<file path="src/rtl/fp_sched_pkg.sv">
`default_nettype none
// ============================================================================
// Module   : fp_sched_pkg
// Purpose  : Shared types and constants for the shared fp-adder scheduler.
//            fp32_t  - IEEE-754 single-precision word
//            tag_t   - {vld, id} record that follows each add down the pipe
// Revision : 1.0  initial release
// ============================================================================
package fp_sched_pkg;

    localparam int FP_W            = 32;
    localparam int DEFAULT_ADD_LAT = 10;
    // Widest requester id the tag record can carry (NREQ up to 16).
    localparam int MAX_IDW         = 4;

    typedef logic [FP_W-1:0] fp32_t;

    typedef struct packed {
        logic               vld;
        logic [MAX_IDW-1:0] id;
    } tag_t;

endpackage
`default_nettype wire

</file>
<file path="src/rtl/fp_add.sv">
`default_nettype none
// ============================================================================
// Module   : fp_add
// Purpose  : Pipelined single-precision adder, fixed latency, no stall, no reset.
//            Round-to-nearest-even; subnormal inputs/results flush to zero;
//            an Inf/NaN operand with the larger magnitude is passed through.
// Ports    : clk    in  1   clock
//            dataa  in  32  operand A
//            datab  in  32  operand B
//            result out 32  A+B, STAGES register stages after the inputs
// Revision : 1.0  initial release
// ============================================================================
module fp_add
    import fp_sched_pkg::*;
#(
    parameter int STAGES = DEFAULT_ADD_LAT
) (
    input  logic  clk,
    input  fp32_t dataa,
    input  fp32_t datab,
    output fp32_t result
);

    logic        a_big;
    fp32_t       big, sml, res;
    logic [7:0]  exp_big, exp_sml, shamt;
    logic [26:0] man_big, man_sml, man_sh, lost_mask, norm;
    logic        sticky, found;
    logic [27:0] sum;
    logic [4:0]  lz;
    logic [9:0]  exp_n, exp_r;
    logic [24:0] rnd;
    logic [22:0] frac;

    always_comb begin
        // Order by magnitude so the subtract path never goes negative.
        a_big   = dataa[30:0] >= datab[30:0];
        big     = a_big ? dataa : datab;
        sml     = a_big ? datab : dataa;
        exp_big = big[30:23];
        exp_sml = sml[30:23];
        // Mantissa with hidden bit plus guard/round/sticky positions.
        man_big = (exp_big == 8'd0) ? 27'd0 : {1'b1, big[22:0], 3'b000};
        man_sml = (exp_sml == 8'd0) ? 27'd0 : {1'b1, sml[22:0], 3'b000};
        shamt   = exp_big - exp_sml;
        // Bits shifted out of the small operand collapse into the sticky LSB.
        lost_mask = ~(27'h7FF_FFFF << shamt);
        sticky    = |(man_sml & lost_mask);
        man_sh    = man_sml >> shamt;
        man_sh[0] = man_sh[0] | sticky;

        if (big[31] == sml[31])
            sum = {1'b0, man_big} + {1'b0, man_sh};
        else
            sum = {1'b0, man_big} - {1'b0, man_sh};

        lz    = 5'd0;
        found = 1'b0;
        for (int i = 26; i >= 0; i--) begin
            if (!found && sum[i]) begin
                lz    = 5'(26 - i);
                found = 1'b1;
            end
        end

        if (sum[27]) begin
            norm  = {sum[27:2], sum[1] | sum[0]};
            exp_n = {2'b00, exp_big} + 10'd1;
        end else begin
            norm  = sum[26:0] << lz;
            exp_n = {2'b00, exp_big} - {5'd0, lz};
        end

        rnd   = {1'b0, norm[26:3]} + {24'd0, norm[2] & (norm[3] | norm[1] | norm[0])};
        exp_r = rnd[24] ? exp_n + 10'd1 : exp_n;
        frac  = rnd[24] ? rnd[23:1] : rnd[22:0];
        res   = {big[31], exp_r[7:0], frac};

        if (exp_big == 8'hFF)
            res = big;
        else if (!sum[27] && !found)
            res = '0;                               // exact cancellation or zeros
        else if (exp_r[9] || exp_r == 10'd0)
            res = {big[31], 31'd0};                 // underflow flushes to zero
        else if (exp_r >= 10'd255)
            res = {big[31], 8'hFF, 23'd0};          // overflow to infinity
    end

    fp32_t pipe [STAGES];

    always_ff @(posedge clk) begin
        pipe[0] <= res;
        for (int s = 1; s < STAGES; s++)
            pipe[s] <= pipe[s-1];
    end

    assign result = pipe[STAGES-1];

endmodule
`default_nettype wire

</file>
<file path="src/rtl/fp_add_sched_arb.sv">
`default_nettype none
// ============================================================================
// Module   : rr_arbiter
// Purpose  : Combinational round-robin pick: first set request at or after ptr.
// Ports    : req   in  NREQ  request vector
//            ptr   in  IDW   highest-priority index this cycle
//            grant out NREQ  one-hot grant, zero when no request
//            id    out IDW   encoded index of the grant
// Revision : 1.0  initial release
// ============================================================================
module rr_arbiter #(
    parameter  int NREQ = 4,
    localparam int IDW  = $clog2(NREQ)
) (
    input  logic [NREQ-1:0] req,
    input  logic [IDW-1:0]  ptr,
    output logic [NREQ-1:0] grant,
    output logic [IDW-1:0]  id
);

    int   idx;
    logic found;

    always_comb begin
        grant = '0;
        id    = '0;
        found = 1'b0;
        idx   = 0;
        for (int off = 0; off < NREQ; off++) begin
            idx = int'(ptr) + off;
            if (idx >= NREQ)
                idx = idx - NREQ;
            if (!found && req[idx]) begin
                grant[idx] = 1'b1;
                id         = IDW'(idx);
                found      = 1'b1;
            end
        end
    end

endmodule
`default_nettype wire

</file>
<file path="src/rtl/fp_add_sched.sv">
`default_nettype none
// ============================================================================
// Module   : fp_add_sched
// Purpose  : Shares one pipelined fp_add among NREQ requesters. Round-robin
//            issue of at most one add per cycle; a {vld,id} tag pipe of the
//            same depth as the adder routes each sum back to its issuer.
// Ports    : clk       in  1        clock
//            rst_n     in  1        synchronous active-low reset
//            req_valid in  NREQ     add pending per requester
//            req_ready out NREQ     one-hot grant (transfer = valid & ready)
//            req_a     in  NREQx32  operand A, requester i at [32i +: 32]
//            req_b     in  NREQx32  operand B
//            rsp_valid out NREQ     one-cycle result pulse for requester i
//            rsp_data  out 32       sum, meaningful while |rsp_valid
//            busy      out 1        any add in flight
//            inflight  out CNTW     number of adds in flight
// Revision : 1.0  initial release
// ============================================================================
module fp_add_sched
    import fp_sched_pkg::*;
#(
    parameter  int NREQ    = 4,
    parameter  int ADD_LAT = DEFAULT_ADD_LAT,
    localparam int IDW     = $clog2(NREQ),
    localparam int CNTW    = $clog2(ADD_LAT + 1)
) (
    input  logic                 clk,
    input  logic                 rst_n,
    input  logic [NREQ-1:0]      req_valid,
    output logic [NREQ-1:0]      req_ready,
    input  logic [NREQ*FP_W-1:0] req_a,
    input  logic [NREQ*FP_W-1:0] req_b,
    output logic [NREQ-1:0]      rsp_valid,
    output fp32_t                rsp_data,
    output logic                 busy,
    output logic [CNTW-1:0]      inflight
);

    logic [IDW-1:0]  ptr, gnt_id;
    logic [NREQ-1:0] grant, rsp_dec;
    logic            transfer, retire;
    fp32_t           op_a, op_b, sum;
    tag_t            tags [ADD_LAT];
    logic [CNTW-1:0] count;

    rr_arbiter #(.NREQ(NREQ)) u_arb (
        .req   (req_valid),
        .ptr   (ptr),
        .grant (grant),
        .id    (gnt_id)
    );

    // Grant is gated off while reset is asserted so nothing is accepted then.
    assign req_ready = rst_n ? grant : '0;
    assign transfer  = |req_ready;

    // Idle cycles feed zeros; that result is masked by a cleared vld bit.
    always_comb begin
        op_a = '0;
        op_b = '0;
        for (int i = 0; i < NREQ; i++) begin
            if (req_ready[i]) begin
                op_a = req_a[i*FP_W +: FP_W];
                op_b = req_b[i*FP_W +: FP_W];
            end
        end
    end

    // The adder's register chain and the tag pipe have equal depth, so the
    // last tag stage and the adder output line up in the same cycle.
    fp_add #(.STAGES(ADD_LAT)) u_add (
        .clk    (clk),
        .dataa  (op_a),
        .datab  (op_b),
        .result (sum)
    );

    assign retire = tags[ADD_LAT-1].vld;

    always_comb begin
        rsp_dec = '0;
        for (int i = 0; i < NREQ; i++)
            rsp_dec[i] = retire && (tags[ADD_LAT-1].id == MAX_IDW'(i));
    end

    always_ff @(posedge clk) begin
        if (!rst_n) begin
            ptr       <= '0;
            rsp_valid <= '0;
            rsp_data  <= '0;
            count     <= '0;
            for (int s = 0; s < ADD_LAT; s++)
                tags[s] <= '0;
        end else begin
            if (transfer)
                ptr <= (gnt_id == IDW'(NREQ - 1)) ? '0 : gnt_id + 1'b1;

            tags[0].vld <= transfer;
            tags[0].id  <= MAX_IDW'(gnt_id);
            for (int s = 1; s < ADD_LAT; s++)
                tags[s] <= tags[s-1];

            rsp_valid <= rsp_dec;
            if (retire)
                rsp_data <= sum;

            case ({transfer, retire})
                2'b10:   count <= count + 1'b1;
                2'b01:   count <= count - 1'b1;
                default: count <= count;
            endcase
        end
    end

    assign inflight = count;
    assign busy     = (count != '0);

endmodule
`default_nettype wire

</file>
<file path="config.mk">
export PLATFORM = sky130hd
export DESIGN_NAME = fp_add_sched
export DESIGN_NICKNAME = d
export VERILOG_FILES = /design/src/rtl/fp_sched_pkg.sv /design/src/rtl/fp_add.sv /design/src/rtl/fp_add_sched_arb.sv /design/src/rtl/fp_add_sched.sv
export SDC_FILE = /design/constraint.sdc
export NUM_CORES = 1
export LEC_CHECK = 0
export CAP_MARGIN = 20
export CORE_ASPECT_RATIO = 1.1
export CORE_MARGIN = 2
export CORE_UTILIZATION = 30
export CTS_CLUSTER_SIZE = 20
export DETAILED_ROUTE_END_ITERATION = 10
export HOLD_SLACK_MARGIN = 0.1
export PLACE_DENSITY = 0.52
export SETUP_SLACK_MARGIN = 0.2
export SYNTH_ARGS = -nofsm -noshare
export SYNTH_HDL_FRONTEND = slang
export SYNTH_HIERARCHICAL = 1
export SYNTH_SLANG_ARGS = --single-unit
export TNS_END_PERCENT = 50
</file>
<file path="constraint.sdc">
create_clock -name clk -period 27.8 [get_ports clk]
set_input_delay 6.95 -clock clk [delete_from_list [all_inputs] [get_ports clk]]
set_output_delay 6.95 -clock clk [all_outputs]
set_load 0.05 [all_outputs]
</file>
==> qor.yml <==
setup_path:
  reg2reg_slack_ns: 7.54
  cp-end-kind: "flop"
  reg2regPathDepth: 67
  cp-startpoint: "req_valid[2]"
  crit_fanout: 53
  r2r_start: "ptr[0]"
  critPathArrivalTime_ns: 26.43
  cp_data_required_time_ns: 28.21
  critPathLaunchType: "input port"
  crit_path_top_delay_cell: "and4_1"
  crit_end: "u_add/pipe[0][0]"
  cp_slowest_stage_delay_ns: 0.80
  worstSetupPathType: "input port to flop"
  cpMostUsedCell: "ha_1"
  rr_endpoint: "u_add/pipe[0][0]"
global_routing:
  grt_start_max_net_pins: 108
  overflow: 0
  antenna_found_initial: 1
  grt_pass1_wl_mm: 133
  grt_pass1_vias: 21200
  grt_usage: 0.211
detailed_routing:
  wire_per_inst_um: 21.6
  wl_mm: 87.9
  drc: 0
  vias: 22200
  drtIter0Drc: 1918
  ant_nets: 0
  dr.pass1.iters: 6
  vias_per_cell: 5.47
floorplan:
  start_util: 0.302
  die_x_um: 270
  fp-row-count: 107
  die_area_um2: 80200
  coreArea_um2: 77400
  ios: 307
  chipHeight_um: 297
final_layout:
  multi_input_area_um2: 14400
  fill_cells: 8046
  syn_to_final_growth_pct: 21.5
  drive_above_1_share: 0.0719
  fin_nets: 3352
  final-seq-area_um2: 7850
  fin_util: 0.367
logic_synthesis:
  synth_most_common_cell: "dfxtp_1"
  synth-async-reset-ratio: 0
  syn_area_um2: 23400
  yosys_warnings: 6
  synth_top_cell_by_area: "dfxtp_1"
  synth-edff-count: 0
  synth_area_leaders: "dfxtp_1, a21oi_1, ha_1"
  syn_inst: 2814
  netlist.area_leader.share: 0.336
  ys_ff_latch: 392
  ys_seq_area_frac: 0.336
  synth_area_per_cell_um2: 8.31
  synth.distinct_cells: 112
  synthTopCellsByCount: "dfxtp_1, nand2_1, nor2_1"
  synthFlopType: "dfxtp_1"
  synth_fp_nets: 3157
clock_tree:
  cts_buffer_depth: 3
  clock-root-buffer: "clkbuf_16"
  htreeDepth: 2
  cts.repair.resized: 0
  cts_hold_buf: 0
  cts.sinks: 392
  cts_tree: "done"
  path_clk_slew_ns: 0.07
  numCtsBuffers: 34
  post_cts_buffers: 0
  insertion_delay_ns: 0.53
timing:
  drv_slew: 0
  hold_violations: 0
  tns_ns: 0
  timing.fmax_ghz: 0.0384
  slew_headroom: 0.218
  tightest_slew_ns: 1.16
  finalCritPeriodShare: 0.936
  setup_viol: 0
  fin_skew_ns: 0.0222
  rsz0062_at_grt: "no"
  fin_crit_ns: 26.02
min_path:
  min_path_type: "flop to flop"
job:
  max_cap_violations: 0
status:
  outcome: "completed"
placed_design:
  portBuffers: 306
  gp_congestion: 0.933
  dpl.hpwl_mm: 68.5
==> state kept, by name, indices dropped and copies added, names as in the netlist <==
| signal | cells |
|---|---|
| inflight | 4 |
| ptr | 2 |
| rsp_data | 32 |
| rsp_valid | 4 |
| tags | 30 |
| u_add/pipe | 320 |
==> metrics by stage <==
step           area, um2  std cells  worst slack (ns)  hold slack (ns)
2_1_floorplan      23400       2814              4.10            0.310
3_3_place_gp       27300       4008              2.04            0.310
3_5_place_dp       27300       4008              1.66            0.312
4_1_cts            28400       4069              2.14            0.300
5_1_grt            28400       4070             0.294            0.314
6_report           28400       4070              1.78            0.304
==> how the worst min path moves through the flow <==
stage	start	end	slack, ns	cells past startpoint
finish	u_add/pipe[5][12]	u_add/pipe[6][12]	0.30	0
global route	u_add/pipe[5][21]	u_add/pipe[6][21]	0.31	0
CTS	u_add/pipe[5][12]	u_add/pipe[6][12]	0.30	0
detailed placement	u_add/pipe[1][27]	u_add/pipe[2][27]	0.31	0
global placement	u_add/pipe[7][1]	u_add/pipe[8][1]	0.31	0
floorplan	u_add/pipe[0][0]	u_add/pipe[1][0]	0.31	0
==> kinds of logic after synthesis <==
logic type               synth area share
buffers and inverters              0.0511
AND/OR/NAND/NOR                     0.217
XOR/XNOR                           0.0318
AO/OA/AOI/OAI                       0.260
flip-flops                          0.336
adder cells (fa/ha/maj)            0.0444
multiplexers                       0.0594
==> final cells by class <==
type / count / area share
diodes: 1 / 0.0000880
multi-input cells: 2162 / 0.508
flip-flops and latches: 392 / 0.276
clock inverters: 16 / 0.00801
clock buffers: 45 / 0.0328
repair buffers: 349 / 0.120
well taps: 1035 / 0.0456
inverters: 70 / 0.00929
==> layer usage <==
| layer | part of all wire | up-vias | track usage |
|---|---|---|---|
| met1 | 0.42 | 10400 | 0.269 |
| met5 | 0 | - | 0 |
| met3 | 0.061 | 193 | 0.0255 |
| li1 | - | 10700 | - |
| met2 | 0.46 | 923 | 0.350 |
| met4 | 0.056 | 0 | 0.105 |
==> cells in the final DEF (no fill, tap or decap), types with 20 or more instances in the layout <==
master,count
clkbuf_16,34
mux2i_1,91
and3b_1,62
nand4_1,30
a31oi_1,26
inv_1,64
nor3_1,61
o21ai_0,178
nand2b_1,21
dfxtp_1,391
nand3_1,72
a21o_1,29
a22o_1,64
nor4_1,20
nand2_1,258
nor2b_1,48
o22ai_1,30
o21ai_1,45
a21oi_1,213
o31ai_1,28
xor2_1,40
buf_4,41
o211ai_1,41
xnor2_1,42
a211oi_1,36
ha_1,78
and2_1,53
nor2_1,220
clkdlybuf4s50_1,305
==> critical path: cells and delay by family <==
| kind | cells | cell delay (ns) |
|---|---|---|
| AO/OA/AOI/OAI | 21 | 5.83 |
| XOR/XNOR | 1 | 0.24 |
| adder cells (fa/ha/maj) | 5 | 1.86 |
| buffers and inverters | 8 | 2.28 |
| multiplexers | 3 | 1.41 |
| AND/OR/NAND/NOR | 28 | 7.76 |
Power is left out: the tool's default activity adds up to more than one toggle a clock period on the data nets, which glitch-free logic cannot reach.
